$ cat config.mk
export PLATFORM = sky130hd
export DESIGN_NAME = imm_extend_pipe
export DESIGN_NICKNAME = d
export VERILOG_FILES = /design/src/rtl/imm_extend_pipe.sv
export SDC_FILE = /design/constraint.sdc
export NUM_CORES = 1
export LEC_CHECK = 0
export BUFFER_PORTS_ARGS = -buffer_cell sky130_fd_sc_hd__buf_2
export CAP_MARGIN = 20
export CORE_ASPECT_RATIO = 1.25
export CORE_MARGIN = 4
export CORE_UTILIZATION = 55
export DETAILED_ROUTE_END_ITERATION = 12
export PLACE_DENSITY = 0.88
export SETUP_SLACK_MARGIN = 0.02
export SYNTH_ARGS = -nofsm -noshare
export SYNTH_HDL_FRONTEND = slang
export SYNTH_SLANG_ARGS = --single-unit
$ cat constraint.sdc
create_clock -name clk -period 8.1 [get_ports clk]
set_input_delay 1.62 -clock clk [delete_from_list [all_inputs] [get_ports clk]]
set_output_delay 1.62 -clock clk [all_outputs]
set_load 0.02 [all_outputs]
$ cat src/rtl/imm_extend_pipe.sv
// Two-stage RISC-V immediate generator: stage 1 captures the instruction and its
// decoded format, stage 2 builds the XLEN-bit immediate and drives the outputs.
module imm_extend_pipe #(
  parameter int XLEN = 64
) (
  input  logic            clk,
  input  logic            reset,
  input  logic            in_valid,
  output logic            in_ready,
  input  logic [31:0]     inst,
  input  logic            flush,
  output logic            out_valid,
  input  logic            out_ready,
  output logic [XLEN-1:0] imm,
  output logic [2:0]      fmt,
  output logic            illegal,
  output logic [7:0]      err_count
);

  localparam logic [2:0] FMT_NONE  = 3'd0;
  localparam logic [2:0] FMT_I     = 3'd1;
  localparam logic [2:0] FMT_S     = 3'd2;
  localparam logic [2:0] FMT_B     = 3'd3;
  localparam logic [2:0] FMT_U     = 3'd4;
  localparam logic [2:0] FMT_J     = 3'd5;
  localparam logic [2:0] FMT_SHAMT = 3'd6;

  // funct3 of 001 or 101 selects the shift-amount form of the OP-IMM opcodes.
  function automatic logic [2:0] decode_fmt(input logic [31:0] w);
    logic [2:0] f;
    logic       is_shift;
    is_shift = (w[13:12] == 2'b01);
    case (w[6:0])
      7'b0010011: f = is_shift ? FMT_SHAMT : FMT_I;
      7'b0011011: begin
        if (XLEN == 64) f = is_shift ? FMT_SHAMT : FMT_I;
        else            f = FMT_NONE;
      end
      7'b0000011: f = FMT_I;
      7'b1100111: f = FMT_I;
      7'b0100011: f = FMT_S;
      7'b1100011: f = FMT_B;
      7'b0110111: f = FMT_U;
      7'b0010111: f = FMT_U;
      7'b1101111: f = FMT_J;
      default:    f = FMT_NONE;
    endcase
    return f;
  endfunction

  function automatic logic [XLEN-1:0] build_imm(input logic [31:0] w, input logic [2:0] f);
    logic [31:0]     v;
    logic [XLEN-1:0] r;
    case (f)
      FMT_I:   v = {{20{w[31]}}, w[31:20]};
      FMT_S:   v = {{20{w[31]}}, w[31:25], w[11:7]};
      FMT_B:   v = {{19{w[31]}}, w[31], w[7], w[30:25], w[11:8], 1'b0};
      FMT_U:   v = {w[31:12], 12'd0};
      FMT_J:   v = {{11{w[31]}}, w[31], w[19:12], w[20], w[30:21], 1'b0};
      default: v = 32'd0;
    endcase
    // Only the RV64 OP-IMM shifts carry a 6-bit shamt; word shifts and RV32 use 5 bits.
    if (f == FMT_SHAMT) begin
      if ((XLEN == 64) && (w[6:0] == 7'b0010011)) r = XLEN'(w[25:20]);
      else                                         r = XLEN'(w[24:20]);
    end else begin
      r = XLEN'($signed(v));
    end
    return r;
  endfunction

  logic            s1_valid_q, s1_valid_d;
  logic [31:0]     s1_inst_q,  s1_inst_d;
  logic [2:0]      s1_fmt_q,   s1_fmt_d;
  logic            s1_ill_q,   s1_ill_d;
  logic            s2_valid_q, s2_valid_d;
  logic [XLEN-1:0] imm_q,      imm_d;
  logic [2:0]      fmt_q,      fmt_d;
  logic            ill_q,      ill_d;
  logic [7:0]      err_q,      err_d;

  logic            s2_load_s;
  logic            s1_adv_s;
  logic            in_fire_s;
  logic            out_fire_s;
  logic [2:0]      in_fmt_s;

  assign s2_load_s  = !s2_valid_q || out_ready;
  assign s1_adv_s   = s1_valid_q && s2_load_s;
  assign in_ready   = !flush && (!s1_valid_q || s2_load_s);
  assign in_fire_s  = in_valid && in_ready;
  assign out_fire_s = s2_valid_q && out_ready;
  assign in_fmt_s   = decode_fmt(inst);

  // Next-state for both stages and the error counter.
  always_comb begin
    s1_valid_d = s1_valid_q;
    s1_inst_d  = s1_inst_q;
    s1_fmt_d   = s1_fmt_q;
    s1_ill_d   = s1_ill_q;
    s2_valid_d = s2_valid_q;
    imm_d      = imm_q;
    fmt_d      = fmt_q;
    ill_d      = ill_q;
    err_d      = err_q;

    if (flush) begin
      s1_valid_d = 1'b0;
      s2_valid_d = 1'b0;
    end else begin
      if (!s1_valid_q || s2_load_s) s1_valid_d = in_fire_s;
      else                          s1_valid_d = s1_valid_q;
      if (s2_load_s) s2_valid_d = s1_valid_q;
      else           s2_valid_d = s2_valid_q;
    end

    if (in_fire_s) begin
      s1_inst_d = inst;
      s1_fmt_d  = in_fmt_s;
      s1_ill_d  = (in_fmt_s == FMT_NONE);
    end else begin
      s1_inst_d = s1_inst_q;
    end

    if (!flush && s1_adv_s) begin
      imm_d = build_imm(s1_inst_q, s1_fmt_q);
      fmt_d = s1_fmt_q;
      ill_d = s1_ill_q;
    end else begin
      imm_d = imm_q;
    end

    // A flush does not cancel the delivery happening in the same cycle.
    if (out_fire_s && ill_q && (err_q != 8'hFF)) err_d = err_q + 8'd1;
    else                                         err_d = err_q;
  end

  // Pipeline and counter registers.
  always_ff @(posedge clk or posedge reset) begin
    if (reset) begin
      s1_valid_q <= 1'b0;
      s1_inst_q  <= 32'd0;
      s1_fmt_q   <= FMT_NONE;
      s1_ill_q   <= 1'b0;
      s2_valid_q <= 1'b0;
      imm_q      <= {XLEN{1'b0}};
      fmt_q      <= FMT_NONE;
      ill_q      <= 1'b0;
      err_q      <= 8'd0;
    end else begin
      s1_valid_q <= s1_valid_d;
      s1_inst_q  <= s1_inst_d;
      s1_fmt_q   <= s1_fmt_d;
      s1_ill_q   <= s1_ill_d;
      s2_valid_q <= s2_valid_d;
      imm_q      <= imm_d;
      fmt_q      <= fmt_d;
      ill_q      <= ill_d;
      err_q      <= err_d;
    end
  end

  assign out_valid = s2_valid_q;
  assign imm       = imm_q;
  assign fmt       = fmt_q;
  assign illegal   = ill_q;
  assign err_count = err_q;

endmodule

==> flow_summary.yaml, run 1 <==
synthesis:
  synth_area_um2: 3739
  yosysUniqueCellTypes: 45
  synthTopCellsByArea: "dfrtp_1, mux2_2, buf_4, nand2_1, o21ai_0"
  avgSynthCellArea_um2: 10.93
  syn_nets: 380
  synth_top_area_cell: "dfrtp_1"
  ys_seq_area_frac: 0.5489
  ys_seq_elements: 82
  synth_ff_type: "dfrtp_1"
  synthArstFlopShare: 1.000
  synth_edf_count: 0
  syn_inst: 342
  synth_top_area_frac: 0.5489
  synth_warnings: 0
global_route:
  grt_pass1_wl_mm: 13.18
  grt_pass1_vias: 2734
  grt_usage: 0.2110
  antenna_found_initial: 0
  grt_start_max_net_pins: 83
  gr-total-overflow: 0
routing:
  avgViaCountPerCell: 5.493
  vias: 2829
  dr.pass1.iters: 4
  wire_per_inst_um: 15.96
  drt.antenna.violating_nets: 0
  drc: 0
  wirelength_mm: 8.218
  drtIter0Drc: 176
clocking:
  cts_max_level: 3
  cts_hold_buf: 0
  clkTransAtPathRegs_ns: 0.08
  post_cts_buffers: 0
  ctsResizeCount: 0
  cts_tree: "yes"
  clockRootBuffer: "clkbuf_8"
  cts_buffers: 9
  clock_path_buffers: 2
  worstSkewPairLatency_ns: 0.36
  cts_sinks: 82
power:
  p_leak_nw: 2.244
  design_power_total_mw: 1.158
  pwr_density_cell_nw_per_um2: 261.7
  ir_worst_vdd_uv: 166.7
sta:
  period_needed_ns: 3.893
  setup_viol: 0
  setup_tns_ns: 0
  finalHoldViolations: 0
  rsz0062_at_grt: "no"
  worst_slack_ns: 4.207
  tightest_slew_ns: 0.9696
  finClkSkew_ns: 0.01006
  post-route-period-util: 0.4807
  slew_headroom: 0.3536
  fmax_ghz: 0.2568
  slew_viol_final: 0
min_path:
  hold_depth: 2
  holdCritPathClass: "flip-flop to flip-flop"
placed_design:
  pre_cts_ws_ns: 4.219
  dp_cells: 498
  portBuffers: 114
  place_congestion: 0.8189
  hpwl_mm: 5.687
layout:
  layout.nets: 461
  drive_gt1_frac: 0.4159
  stdcell_count: 515
  area_growth_pct: 18.31
  nFillCells: 515
  mostFrequentLayoutCell: "buf_2"
  n_antenna_cell: 0
  layout_common_cells: "buf_2, dfrtp_1, nand2_1"
worst_setup_path:
  endpoint_kind: "output pin"
  cp-start-kind: "input pin"
  required_ns: 6.48
  ff2ff_path_depth: 4
  crit_fanout: 4
  crit_arrival_ns: 2.27
  worstSetupPathType: "input pin to output pin"
floorplanning:
  fp.dieW_um: 81.74
  placeableCoreArea_um2: 6606
  die_area_um2: 8189
  start_util: 0.5659
  pin_count: 115
  die_height_um: 100.2
  rows: 33
job:
  cap_violations: 0
run_status:
  status: "finished, final reports clean"
-- critical path: stages --
cell and delay, ns:
buf_2 0.11, nor2b_1 0.27, a21oi_1 0.11, buf_2 0.17
-- registers in the layout (all words and copies together), names as in the netlist --
signal      cells
err_count       8
fmt             3
illegal         1
imm            32
out_valid       1
s1_fmt_q        3
s1_ill_q        1
s1_inst_q      32
s1_valid_q      1
-- synthesized netlist by cell type (2+ instances only) --
library cell  count
nor2b_1           4
o21ai_1           3
buf_4            33
a22oi_1           4
clkbuf_1         12
nor3b_1           2
nor3b_2           2
nand3_1           5
nand2b_1          3
buf_2             4
a21oi_1          26
xor2_1            5
nor2_1           10
dfrtp_1          82
nand2_1          43
nor3_1            4
xnor2_1           2
and3_1            3
o21ai_0          28
inv_1             4
a22o_1            5
nand3b_1          2
mux2_2           33
a21o_1            2
-- report_power, final --
part	switching, mW	internal (mW)	total, mW
Combinational	0.170	0.104	0.274
Clock	0.149	0.213	0.362
Sequential	0.0515	0.470	0.521
-- metrics by stage --
| stage | instance area [µm²] | hold WS (ns) | utilization |
|---|---|---|---|
| floorplan | 3739 | 0.4391 | - |
| global placement | 4144 | 0.4598 | 0.6273 |
| detailed placement | 4144 | 0.4636 | 0.6273 |
| CTS | 4395 | 0.4829 | 0.6653 |
| global route | 4423 | 0.5088 | 0.6695 |
| finish | 4423 | 0.4745 | 0.6695 |
-- final cells by class --
class | instances | area, µm² | share of cell area
well taps | 87 | 108.9 | 0.02461
multi-input cells | 207 | 1366 | 0.3089
inverters | 4 | 16.27 | 0.003678
clock inverters | 6 | 113.9 | 0.02574
clock buffers | 10 | 137.6 | 0.03112
repair buffers | 119 | 628.1 | 0.1420
flip-flops and latches | 82 | 2052 | 0.4639
-- cell families (layout without fill, tap and decap cells) --
logic type	count (synthesis)	after routing	share of synthesized area
XOR/XNOR	7	7	0.01640
adder cells (fa/ha/maj)	1	1	0.003346
buffers and inverters	53	139	0.08768
AND/OR/NAND/NOR	87	87	0.1188
flip-flops	82	82	0.5489
multiplexers	34	34	0.1021
AO/OA/AOI/OAI	78	78	0.1228
-- metal layers --
layer | up-vias | part of all wire | GRT usage
met5 | - | 0 | 0
li1 | 1321 | - | -
met4 | 0 | 0.032 | 0.1176
met2 | 106 | 0.51 | 0.3398
met1 | 1377 | 0.39 | 0.2712
met3 | 25 | 0.060 | 0.02962
-- path summary, 6_finish.rpt --
path	start	end	slack, ns
max reg2reg	s1_fmt_q[1]$_DFFE_PP0P_	imm[27]$_DFFE_PP0P_	6.12
max in group asynchronous	reset	imm[16]$_DFFE_PP0P_	6.24
max	out_ready	in_ready	4.21
min	fmt[0]$_DFFE_PP0P_	fmt[0]$_DFFE_PP0P_	0.47
min reg2reg	fmt[0]$_DFFE_PP0P_	fmt[0]$_DFFE_PP0P_	0.47
min in group asynchronous	reset	imm[2]$_DFFE_PP0P_	1.28
Power figures use the tool's default switching activity.
==> run 2, diff against run 1 <==
Settings changed: CORE_UTILIZATION 55 to 46, PLACE_DENSITY 0.88 to 0.79.
Clock period 8.1 ns to 3.2 ns, I/O delays scaled along.
==> flow_summary.yaml, run 2 (same netlist as run 1, synthesis figures left out) <==
routing:
  wirelength_mm: 8.081
  avgViaCountPerCell: 5.315
  drc: 0
  wire_per_inst_um: 15.54
  drt.antenna.violating_nets: 0
  dr.pass1.iters: 4
  drtIter0Drc: 143
  vias: 2764
floorplanning:
  placeableCoreArea_um2: 7838
  pin_count: 115
  start_util: 0.4770
  rows: 36
  fp.dieW_um: 88.64
  die_area_um2: 9643
  die_height_um: 108.8
worst_setup_path:
  worstSetupPathType: "flip-flop to output pin"
  crit_chain: "buf_2"
  slowest_delay_ns: 0.77
  critPathTopFamily: "flip-flops"
  required_ns: 2.56
  slowest_stage: "dfrtp_1"
  cp_num_buf_inv: 1
  endpoint_kind: "output pin"
  cp-start-kind: "flip-flop"
  crit_fanout: 34
  crit_arrival_ns: 1.40
job:
  cap_violations: 0
sta:
  slew_headroom: 0.3918
  tightest_slew_ns: 0.9122
  slew_viol_final: 0
  setup_tns_ns: 0
  period_needed_ns: 2.044
  fmax_ghz: 0.4893
  finalHoldViolations: 0
  rsz0062_at_grt: "no"
  finClkSkew_ns: 0.005353
  post-route-period-util: 0.6386
  setup_viol: 0
global_route:
  grt_pass1_vias: 2672
  gr-total-overflow: 0
  antenna_found_initial: 0
  grt_start_max_net_pins: 83
  grt_pass1_wl_mm: 12.63
  grt_usage: 0.1717
clocking:
  cts_sinks: 82
  worstSkewPairLatency_ns: 0.35
  clkTransAtPathRegs_ns: 0.07
  clock_path_buffers: 2
  cts_tree: "yes"
  cts_hold_buf: 0
  cts_buffers: 9
  post_cts_buffers: 0
  ctsResizeCount: 0
  cts_max_level: 3
  clockRootBuffer: "clkbuf_8"
power:
  pwr_density_cell_nw_per_um2: 605.8
  ir_worst_vdd_uv: 335.5
  p_leak_nw: 2.194
layout:
  layout.nets: 461
  mostFrequentLayoutCell: "buf_2"
  final_util: 0.5504
  drive_gt1_frac: 0.4047
  n_antenna_cell: 0
  area_growth_pct: 15.39
  layout_common_cells: "buf_2, dfrtp_1, nand2_1"
placed_design:
  hpwl_mm: 5.877
  portBuffers: 114
  place_congestion: 0.8079
run_status:
  status: "finished, final reports clean"
min_path:
  holdCritPathClass: "input pin to asynchronous set/reset pin"
==> run 2: tightest hold or removal path: stages <==
cell,delay [ns]
buf_2,0.10
clkinv_2,0.05
buf_12,0.35
==> run 2: cell type report <==
| type | count | area, µm² |
|---|---|---|
| fillers | 727 | 3523 |
| flip-flops and latches | 82 | 2052 |
| multi-input cells | 207 | 1366 |
| repair buffers | 119 | 620.6 |
| clock buffers | 12 | 135.1 |
| well taps | 95 | 118.9 |
| inverters | 4 | 16.27 |
| clock inverters | 1 | 5.005 |
==> run 2: report_power, final <==
group | internal, mW | switching [mW]
clock | 0.269 | 0.332
combinational | 0.261 | 0.427
sequential | 1.19 | 0.135
==> run 2: metrics by stage <==
stage,hold slack (ns),std cells,power (mW),worst slack [ns],cell area (µm²)
6_report,0.3644,520,2.614,1.156,4314
3_3_place_gp,0.4642,507,2.020,1.184,4174
2_1_floorplan,0.4391,342,1.874,0.4516,3739
5_1_grt,0.3971,520,2.762,0.9945,4314
4_1_cts,0.3850,520,2.646,1.108,4314
3_5_place_dp,0.4660,507,2.044,1.139,4174
==> run 2: final timing paths <==
path,from,end,slack [ns],cells after the start
max,imm[62]$_DFFE_PP0P_,imm[38],1.16,1
min,reset,imm[2]$_DFFE_PP0P_,0.36,3
max reg2reg,s1_fmt_q[1]$_DFFE_PP0P_,imm[22]$_DFFE_PP0P_,1.30,4
min reg2reg,fmt[2]$_DFFE_PP0P_,fmt[2]$_DFFE_PP0P_,0.48,2
max in group asynchronous,reset,imm[19]$_DFFE_PP0P_,2.49,3
min in group clk,fmt[2]$_DFFE_PP0P_,fmt[2]$_DFFE_PP0P_,0.48,2
==> run 2: per-layer routing <==
layer / vias up / part of all wire / global-route usage / wire length (µm)
met2: 97 / 0.50 / 0.2765 / 4057
met4: 0 / 0.027 / 0.08639 / 219
met3: 19 / 0.070 / 0.04989 / 562
met5: - / 0 / 0 / 0
li1: 1313 / - / - / -
met1: 1335 / 0.40 / 0.2078 / 3242
